===== src/rtl/chirp_waveform_responder.sv =====
// -----------------------------------------------------------------------------
// chirp_waveform_responder
//
// Purpose:
//   Target side of the chirp handshake in the FMC150 (DAC) clock domain.
//   Advertises readiness, accepts a chirp_init pulse qualified by chirp_enable,
//   latches the chirp parameter word, then streams a quadratic-phase (linear-FM)
//   phase word to the DAC DDS. Reports chirp_active while running and pulses
//   chirp_done once per completed chirp, or chirp_abort when the DAC path
//   drops out mid-chirp.
//
// Ports:
//   i_clk_fmc150            DAC-domain clock (245.76 MHz)
//   i_resetn_fmc150         asynchronous active-low reset
//   i_dac_ready             level, DAC path locked/calibrated
//   i_chirp_parameters_in   [31:0] counter_max, [63:32] tuning_coef,
//                           [95:64] freq_offset, [127:96] unused
//   i_chirp_init            single-cycle start request
//   i_chirp_enable          level, controller permits chirping
//   o_chirp_ready           high in READY while dac_ready is high
//   o_chirp_active          high on every sample cycle of a chirp
//   o_chirp_done            one-cycle pulse after the last sample
//   o_chirp_abort           one-cycle pulse when dac_ready is lost mid-chirp
//   o_dds_phase             top PHASE_OUT_WIDTH bits of the phase accumulator
//   o_dds_phase_valid       qualifies o_dds_phase (same as o_chirp_active)
// -----------------------------------------------------------------------------
module chirp_waveform_responder #(
  parameter int PHASE_OUT_WIDTH = 16,
  parameter int HOLDOFF_CYCLES  = 4
) (
  input  logic                       i_clk_fmc150,
  input  logic                       i_resetn_fmc150,
  input  logic                       i_dac_ready,
  input  logic [127:0]               i_chirp_parameters_in,
  input  logic                       i_chirp_init,
  input  logic                       i_chirp_enable,
  output logic                       o_chirp_ready,
  output logic                       o_chirp_active,
  output logic                       o_chirp_done,
  output logic                       o_chirp_abort,
  output logic [PHASE_OUT_WIDTH-1:0] o_dds_phase,
  output logic                       o_dds_phase_valid
);

  typedef enum logic [1:0] {
    S_IDLE  = 2'd0,
    S_READY = 2'd1,
    S_CHIRP = 2'd2,
    S_DONE  = 2'd3
  } state_t;

  state_t      r_state;
  state_t      w_state_nxt;

  logic        r_chirp_ready;
  logic        r_chirp_active;
  logic        r_chirp_done;
  logic        r_chirp_abort;

  logic        w_ready_nxt;
  logic        w_active_nxt;
  logic        w_done_nxt;
  logic        w_abort_nxt;

  // Shadow copies of the parameter word, frozen for the duration of a chirp.
  logic [31:0] r_cnt_max_s;
  logic [31:0] r_tune_s;
  logic [31:0] r_offs_s;

  logic [31:0] r_freq_acc;
  logic [31:0] r_phase_acc;
  logic [31:0] r_n;
  logic [31:0] r_hold;

  logic        w_start;
  logic        w_last;
  logic        w_hold_end;
  logic        w_advance;
  logic        w_unused_bits;

  // Loss of dac_ready takes priority over a coincident start request.
  assign w_start    = (r_state == S_READY) & i_dac_ready & i_chirp_init & i_chirp_enable;
  // Full 32-bit equality so counter_max = 0xFFFFFFFF never wraps early.
  assign w_last     = (r_n == r_cnt_max_s);
  assign w_hold_end = (r_hold == 32'(HOLDOFF_CYCLES));
  // Accumulators step only between samples; on the last sample they hold,
  // which keeps the final phase on the output after the chirp ends.
  assign w_advance  = (r_state == S_CHIRP) & i_dac_ready & ~w_last;

  assign w_unused_bits = ^{i_chirp_parameters_in[127:96], r_phase_acc};

  // Next-state and next-output logic
  always_comb begin
    w_state_nxt = r_state;
    w_done_nxt  = 1'b0;
    w_abort_nxt = 1'b0;
    unique case (r_state)
      S_IDLE: begin
        if (i_dac_ready) w_state_nxt = S_READY;
      end
      S_READY: begin
        if (!i_dac_ready)  w_state_nxt = S_IDLE;
        else if (w_start)  w_state_nxt = S_CHIRP;
      end
      S_CHIRP: begin
        if (!i_dac_ready) begin
          w_state_nxt = S_IDLE;
          w_abort_nxt = 1'b1;
        end else if (w_last) begin
          w_state_nxt = S_DONE;
          w_done_nxt  = 1'b1;
        end
      end
      S_DONE: begin
        if (w_hold_end) w_state_nxt = i_dac_ready ? S_READY : S_IDLE;
      end
      default: w_state_nxt = S_IDLE;
    endcase
    // Status outputs are registered from the next state so they line up
    // with the state they describe.
    w_ready_nxt  = (w_state_nxt == S_READY);
    w_active_nxt = (w_state_nxt == S_CHIRP);
  end

  // State and status registers
  always_ff @(posedge i_clk_fmc150 or negedge i_resetn_fmc150) begin
    if (!i_resetn_fmc150) begin
      r_state        <= S_IDLE;
      r_chirp_ready  <= 1'b0;
      r_chirp_active <= 1'b0;
      r_chirp_done   <= 1'b0;
      r_chirp_abort  <= 1'b0;
    end else begin
      r_state        <= w_state_nxt;
      r_chirp_ready  <= w_ready_nxt;
      r_chirp_active <= w_active_nxt;
      r_chirp_done   <= w_done_nxt;
      r_chirp_abort  <= w_abort_nxt;
    end
  end

  // Parameter latch, phase/frequency accumulators, sample and holdoff counters
  always_ff @(posedge i_clk_fmc150 or negedge i_resetn_fmc150) begin
    if (!i_resetn_fmc150) begin
      r_cnt_max_s <= 32'd0;
      r_tune_s    <= 32'd0;
      r_offs_s    <= 32'd0;
      r_freq_acc  <= 32'd0;
      r_phase_acc <= 32'd0;
      r_n         <= 32'd0;
      r_hold      <= 32'd0;
    end else begin
      if (w_start) begin
        r_cnt_max_s <= i_chirp_parameters_in[31:0];
        r_tune_s    <= i_chirp_parameters_in[63:32];
        r_offs_s    <= i_chirp_parameters_in[95:64];
        r_freq_acc  <= i_chirp_parameters_in[95:64];
        r_phase_acc <= 32'd0;
        r_n         <= 32'd0;
      end else if (w_advance) begin
        r_phase_acc <= r_phase_acc + r_freq_acc;
        r_freq_acc  <= r_freq_acc + r_tune_s;
        r_n         <= r_n + 32'd1;
      end

      // Counts cycles spent in DONE; the done-pulse cycle is count 0.
      if (r_state == S_DONE) r_hold <= r_hold + 32'd1;
      else                   r_hold <= 32'd0;
    end
  end

  assign o_chirp_ready     = r_chirp_ready;
  assign o_chirp_active    = r_chirp_active;
  assign o_chirp_done      = r_chirp_done;
  assign o_chirp_abort     = r_chirp_abort;
  assign o_dds_phase_valid = r_chirp_active;
  assign o_dds_phase       = r_phase_acc[31 -: PHASE_OUT_WIDTH];

endmodule


===== config.mk =====
export PLATFORM = sky130hd
export DESIGN_NAME = chirp_waveform_responder
export DESIGN_NICKNAME = d
export VERILOG_FILES = /design/src/rtl/chirp_waveform_responder.sv
export SDC_FILE = /design/constraint.sdc
export NUM_CORES = 1
export LEC_CHECK = 0
export BUFFER_PORTS_ARGS = -buffer_cell sky130_fd_sc_hd__buf_2
export CAP_MARGIN = 40
export CORE_UTILIZATION = 40
export DETAILED_ROUTE_END_ITERATION = 8
export PLACE_DENSITY = 0.57
export SLEW_MARGIN = 20
export SYNTH_ARGS = -nofsm -noshare
export SYNTH_HDL_FRONTEND = slang
export SYNTH_SLANG_ARGS = --single-unit

===== constraint.sdc =====
create_clock -name i_clk_fmc150 -period 3.95 [get_ports i_clk_fmc150]
set_clock_uncertainty 0.05 [all_clocks]
set_input_delay 0.395 -clock i_clk_fmc150 [delete_from_list [all_inputs] [get_ports i_clk_fmc150]]
set_output_delay 0.395 -clock i_clk_fmc150 [all_outputs]
set_load 0.05 [all_outputs]

Word level (Yosys, flattened, before mapping)
Cells that the tools add are included.
{"block": "word_totals", "reg_bits": 198, "word_cells": 50}
{"block": "op_classes", "n_addsub": 4, "n_eq_ne": 7, "n_mux": 20, "bitwise_logic": 6, "reduce_logical": 2}
{"op": "$mux W32", "n": 7}
{"op": "$add A32 B1 Y32 const B", "n": 2}
{"op": "$add A32 B32 Y32", "n": 2}
{"op": "$eq A32 B3 Y1 const B", "n": 1}
{"op": "$eq A32 B32 Y1", "n": 1}
{"op": "$mux W2", "n": 6}
{"op": "$pmux W2 S4", "n": 1}
{"op": "$eq A2 B2 Y1 const B", "n": 3}
{"op": "$mux W1", "n": 6}
{"op": "$and A1 B1 Y1", "n": 5}
{"op": "$eq A2 B1 Y1 const B", "n": 2}
{"op": "$logic_not A2 Y1", "n": 1}
{"op": "$reduce_bool A2 Y1", "n": 1}
{"op": "$not A1 Y1", "n": 1}

Longest topological paths before layout
{"block": "logic_depth", "word_depth": 8, "mapped_depth": 12, "ltp_nobuf": 12}

Least setup slack after synthesis
OpenSTA, ideal clock, no wires.
{"block": "synth_timing", "path_kind": "flip-flop to flip-flop", "from": "reg r_freq_acc[0]", "to": "reg r_phase_acc[24]", "setup_time_ns": 0.133, "arrival_ns": 2.915, "t_required_ns": 3.767, "setup_slack_ns": 0.852, "stages_incl_launch_ff": 13, "n_path_buf": 0, "synth_period_minus_slack_ns": 3.098, "path_cell_list": "dfrtp_1 > ha_1 > fa_1 > a21o_1 > a21o_1 > a211oi_2 > o31a_1 > o31a_2 > o21bai_1 > a211o_1 > a221oi_2 > xor2_1 > o31ai_1"}
{"block": "synth_via", "elab_chain_cells": 3}
{"item": "from (decl)", "line_no": "70", "source": "logic [31:0] r_freq_acc;"}
{"item": "from (signal assigned)", "line_no": "157", "source": "r_freq_acc <= i_chirp_parameters_in[95:64];"}
{"item": "from (signal assigned)", "line_no": "162", "source": "r_freq_acc <= r_freq_acc + r_tune_s;"}
{"item": "$add A32 B32 Y32", "line_no": "161", "source": "r_phase_acc <= r_phase_acc + r_freq_acc;"}
{"item": "$mux W32", "line_no": "160", "source": "end else if (w_advance) begin"}
{"item": "$mux W32", "line_no": "153", "source": "if (w_start) begin"}
{"item": "to (signal assigned)", "line_no": "161"}
{"item": "to (decl)", "line_no": "71", "source": "logic [31:0] r_phase_acc;"}
No other way between the ends. The select of a mux whose other input is x is not followed.
A chain may end at the register's enable or synchronous reset.

Final worst setup path
{"block": "layout_timing", "from": "reg r_freq_acc[0]", "to": "reg r_freq_acc[26]"}
{"block": "layout_via", "elab_chain_cells": 3}
{"item": "$add A32 B32 Y32", "line_no": "162"}
{"item": "$mux W32", "line_no": "160"}
{"item": "$mux W32", "line_no": "153"}
No other way between the ends. The select of a mux whose other input is x is not followed.

==> load_flow_metrics.sql <==
INSERT INTO impl_metrics (metric_group, metric, value, unit) VALUES
('hold_path', 'worstHoldPathType', 'input pin to flip-flop', ''),
('setup_path', 'worst_path_most_repeated_cell', 'sky130_fd_sc_hd__o21ai_0', ''),
('global_routing', 'grt_start_max_net_pins', '75', ''),
('layout', 'final.fill_count', '2871', ''),
('sta', 'timing.final.setup_violations', '0', ''),
('run_status', 'outcome', 'complete, no violations', ''),
('yosys', 'post_synthesis_instance_area', '11700', 'um^2'),
('sta', 'fmax', '0.286', 'GHz'),
('hold_path', 'worstHoldPathCells', '3', ''),
('yosys', 'ys.flop_type', 'sky130_fd_sc_hd__dfrtp_1', ''),
('detailed_routing', 'detailroute.via_count', '9441', ''),
('setup_path', 'crit_path_start_kind', 'flip-flop', ''),
('layout', 'area_growth', '13.8', '%'),
('yosys', 'synth_seq_cells', '198', ''),
('setup_path', 'crit_path_max_fanout', '4', ''),
('hold_path', 'min_to', 'r_cnt_max_s[23]$_DFFE_PN0P_', ''),
('setup_path', 'timing.critical_path.buf_inv', '0', ''),
('detailed_routing', 'detail_route.wl_per_cell', '15.5', 'um'),
('yosys', 'netlist_instances', '1333', ''),
('clocking', 'cts_root_buf', 'sky130_fd_sc_hd__clkbuf_16', ''),
('sta', 'timing.max_slew.rel_slack', '0.464', ''),
('sta', 'setup_repair_after_global_routing_missed_its_margin', 'false', ''),
('yosys', 'synth-seq-area-share', '0.425', ''),
('sta', 'tightestPinTransition', '0.796', 'ns'),
('setup_path', 'r2r_end', 'r_freq_acc[26]$_DFFE_PN0P_', ''),
('placement', 'finalWeightedCongestion', '0.843', ''),
('layout', 'leading_cell_type_in_the_layout_fill_and_taps_excluded', 'sky130_fd_sc_hd__nand2_1', ''),
('layout', 'finish.net_count', '1625', ''),
('clocking', 'clk-insertion-delay-late', '0.45', 'ns'),
('yosys', 'yosys_warnings', '0', ''),
('floorplan', 'ios', '154', ''),
('detailed_routing', 'detail_route.first_pass.iterations', '4', ''),
('detailed_routing', 'initial_detailed_routing_violation_count', '539', ''),
('setup_path', 'cp.arrival', '3.84', 'ns'),
('clocking', 'cts_tree', 'done', ''),
('global_routing', 'grt_first_pass_wirelength', '47.3', 'mm'),
('yosys', 'synthesis.area_per_instance', '8.75', 'um^2'),
('setup_path', 'r2r.worst_path.cells', '12', ''),
('detailed_routing', 'drt.antenna.violating_nets', '0', ''),
('sta', 'hold_slack', '0.0782', 'ns'),
('global_routing', 'global_route.overflow_total', '0', ''),
('placement', 'portbufs', '121', ''),
('sta', 'final.setup.tns', '0', 'ns'),
('layout', 'proportion_of_layout_cells_with_a_drive_suffix_above_1', '0.131', ''),
('layout', 'layout_common_cells', 'sky130_fd_sc_hd__nand2_1 (315), sky130_fd_sc_hd__dfrtp_1 (198), sky130_fd_sc_hd__buf_2 (120), sky130_fd_sc_hd__nor2_1 (92), sky130_fd_sc_hd__a21oi_1 (84)', ''),
('clocking', 'hold_fix_buffers_at_cts', '1', ''),
('clocking', 'clkTransAtPathRegs', '0.08', 'ns'),
('setup_path', 'r2r_start', 'r_freq_acc[0]$_DFFE_PN0P_', ''),
('floorplan', 'initial_core_util', '0.406', ''),
('global_routing', 'grt_pass1_vias', '9291', ''),
('setup_path', 'cpLargestDelayFamily', 'compound AO/OA/AOI/OAI gates', ''),
('pwr', 'pwr_density_cell', '838', 'nW/um^2'),
('sta', 'slew_viol_final', '0', ''),
('placement', 'place.detailed.hpwl', '20.6', 'mm'),
('clocking', 'clock_path_buffers', '2', ''),
('yosys', 'share_of_synthesized_flip_flops_with_an_asynchronous_set_or_reset', '1.00', ''),
('layout', 'finish.instance_area', '13300', 'um^2'),
('pwr', 'power_leakage', '6.63', 'nW'),
('floorplan', 'placeableCoreArea', '28700', 'um^2'),
('global_routing', 'grt.total_usage', '0.196', ''),
('sta', 'period_minus_slack', '3.50', 'ns'),
('clocking', 'cts_resized', '0', ''),
('setup_path', 'critPathSlowestCell', 'sky130_fd_sc_hd__a41oi_1', ''),
('clocking', 'numClockSinks', '198', ''),
('clocking', 'cts_setup_buffers', '0', ''),
('floorplan', 'die_height', '173', 'um'),
('global_routing', 'number_of_antenna_violations_at_the_first_check_in_global_routing', '1', ''),
('hold_path', 'hold_path.startpoint', 'i_chirp_parameters_in[23]', ''),
('sta', 'finalCritPeriodShare', '0.887', ''),
('detailed_routing', 'detail_route.drc_violations', '0', ''),
('setup_path', 'critical_path.endpoint_type', 'flip-flop', '');
-- cell type report --
cell class              count  area (um^2)  share of cell area
clock inverters            14          163              0.0123
diodes                      1         2.50            0.000189
clock buffers              18          429              0.0323
inverters                  20         75.1             0.00566
multi-input cells        1051         6340               0.478
well taps                 384          480              0.0362
flip-flops and latches    198         4950               0.373
repair buffers            137          827              0.0623
-- Yosys cell counts (11+ instances only) --
cell type	instances	area (um^2)
sky130_fd_sc_hd__inv_1	18	67.6
sky130_fd_sc_hd__buf_4	17	128
sky130_fd_sc_hd__o21a_1	14	105
sky130_fd_sc_hd__nor4_1	21	131
sky130_fd_sc_hd__nor2_1	93	349
sky130_fd_sc_hd__o31ai_1	11	82.6
sky130_fd_sc_hd__a21oi_1	84	420
sky130_fd_sc_hd__xor2_1	80	701
sky130_fd_sc_hd__nor3_1	12	60.1
sky130_fd_sc_hd__or3_1	19	119
sky130_fd_sc_hd__nand2_1	316	1190
sky130_fd_sc_hd__nand4_1	19	119
sky130_fd_sc_hd__clkbuf_1	37	139
sky130_fd_sc_hd__a21o_1	47	353
sky130_fd_sc_hd__and3_1	20	125
sky130_fd_sc_hd__ha_1	65	813
sky130_fd_sc_hd__nand3_1	24	120
sky130_fd_sc_hd__xnor2_1	53	464
sky130_fd_sc_hd__dfrtp_1	198	4950
sky130_fd_sc_hd__o21ai_0	78	390
-- metrics by stage --
step / total power, mW / util / instances / setup slack (ns)
finish: 11.1 / 0.463 / 1823 / 0.447
global route: 12.1 / 0.463 / 1823 / 0.201
CTS: 11.2 / 0.462 / 1822 / 0.467
detailed placement: 9.33 / 0.441 / 1789 / 0.503
global placement: 9.23 / 0.439 / 1785 / 0.507
floorplan: 8.08 / - / 1333 / 0.852
-- sequential cells by signal (all words and copies together), names as in the netlist, 2 cells and up --
| signal | count |
|---|---|
| r_cnt_max_s | 32 |
| r_freq_acc | 32 |
| r_hold | 32 |
| r_n | 32 |
| r_phase_acc | 32 |
| r_state | 2 |
| r_tune_s | 32 |
-- how the worst max path moves through the flow --
| stage | from | end | cells after the start |
|---|---|---|---|
| after CTS | r_freq_acc[0]$_DFFE_PN0P_ | r_freq_acc[26]$_DFFE_PN0P_ | 12 |
| final | r_freq_acc[0]$_DFFE_PN0P_ | r_freq_acc[26]$_DFFE_PN0P_ | 12 |
| after detailed placement | r_freq_acc[0]$_DFFE_PN0P_ | r_freq_acc[26]$_DFFE_PN0P_ | 12 |
| after global placement | r_freq_acc[0]$_DFFE_PN0P_ | r_freq_acc[26]$_DFFE_PN0P_ | 12 |
| after global routing | r_freq_acc[0]$_DFFE_PN0P_ | r_freq_acc[26]$_DFFE_PN0P_ | 12 |
| after floorplan | r_freq_acc[0]$_DFFE_PN0P_ | r_phase_acc[24]$_DFFE_PN0P_ | 12 |
-- per-layer routing --
metal	GRT usage	wire, um	vias up
li1	-	-	4771
met1	0.277	14200	4485
met2	0.310	12700	158
met3	0.0321	975	27
met4	0.0549	436	0
met5	0	0	-
-- tightest hold or removal path, stage by stage --
cell	delay, ns
sky130_fd_sc_hd__buf_2	0.08
sky130_fd_sc_hd__nand2_1	0.04
sky130_fd_sc_hd__nand2_1	0.04
-- kinds of logic (layout without fill, tap and decap cells) --
group / after synthesis / after routing / share of synthesized area
AND/OR/NAND/NOR: 553 / 553 / 0.208
AO/OA/AOI/OAI: 290 / 290 / 0.154
flip-flops: 198 / 198 / 0.425
XOR/XNOR: 133 / 133 / 0.0999
buffers and inverters: 84 / 189 / 0.0329
adder cells (fa/ha/maj): 67 / 67 / 0.0732
multiplexers: 8 / 8 / 0.00697
other: 0 / 1 / 0
-- report_power, final --
group / total [mW] / internal [mW] / switching, mW
logic: 5.98 / 2.54 / 3.44
registers: 3.36 / 2.73 / 0.628
clock network: 1.78 / 0.903 / 0.880
total: 11.1 / 6.17 / 4.94
(Power assumes the default switching activity.)
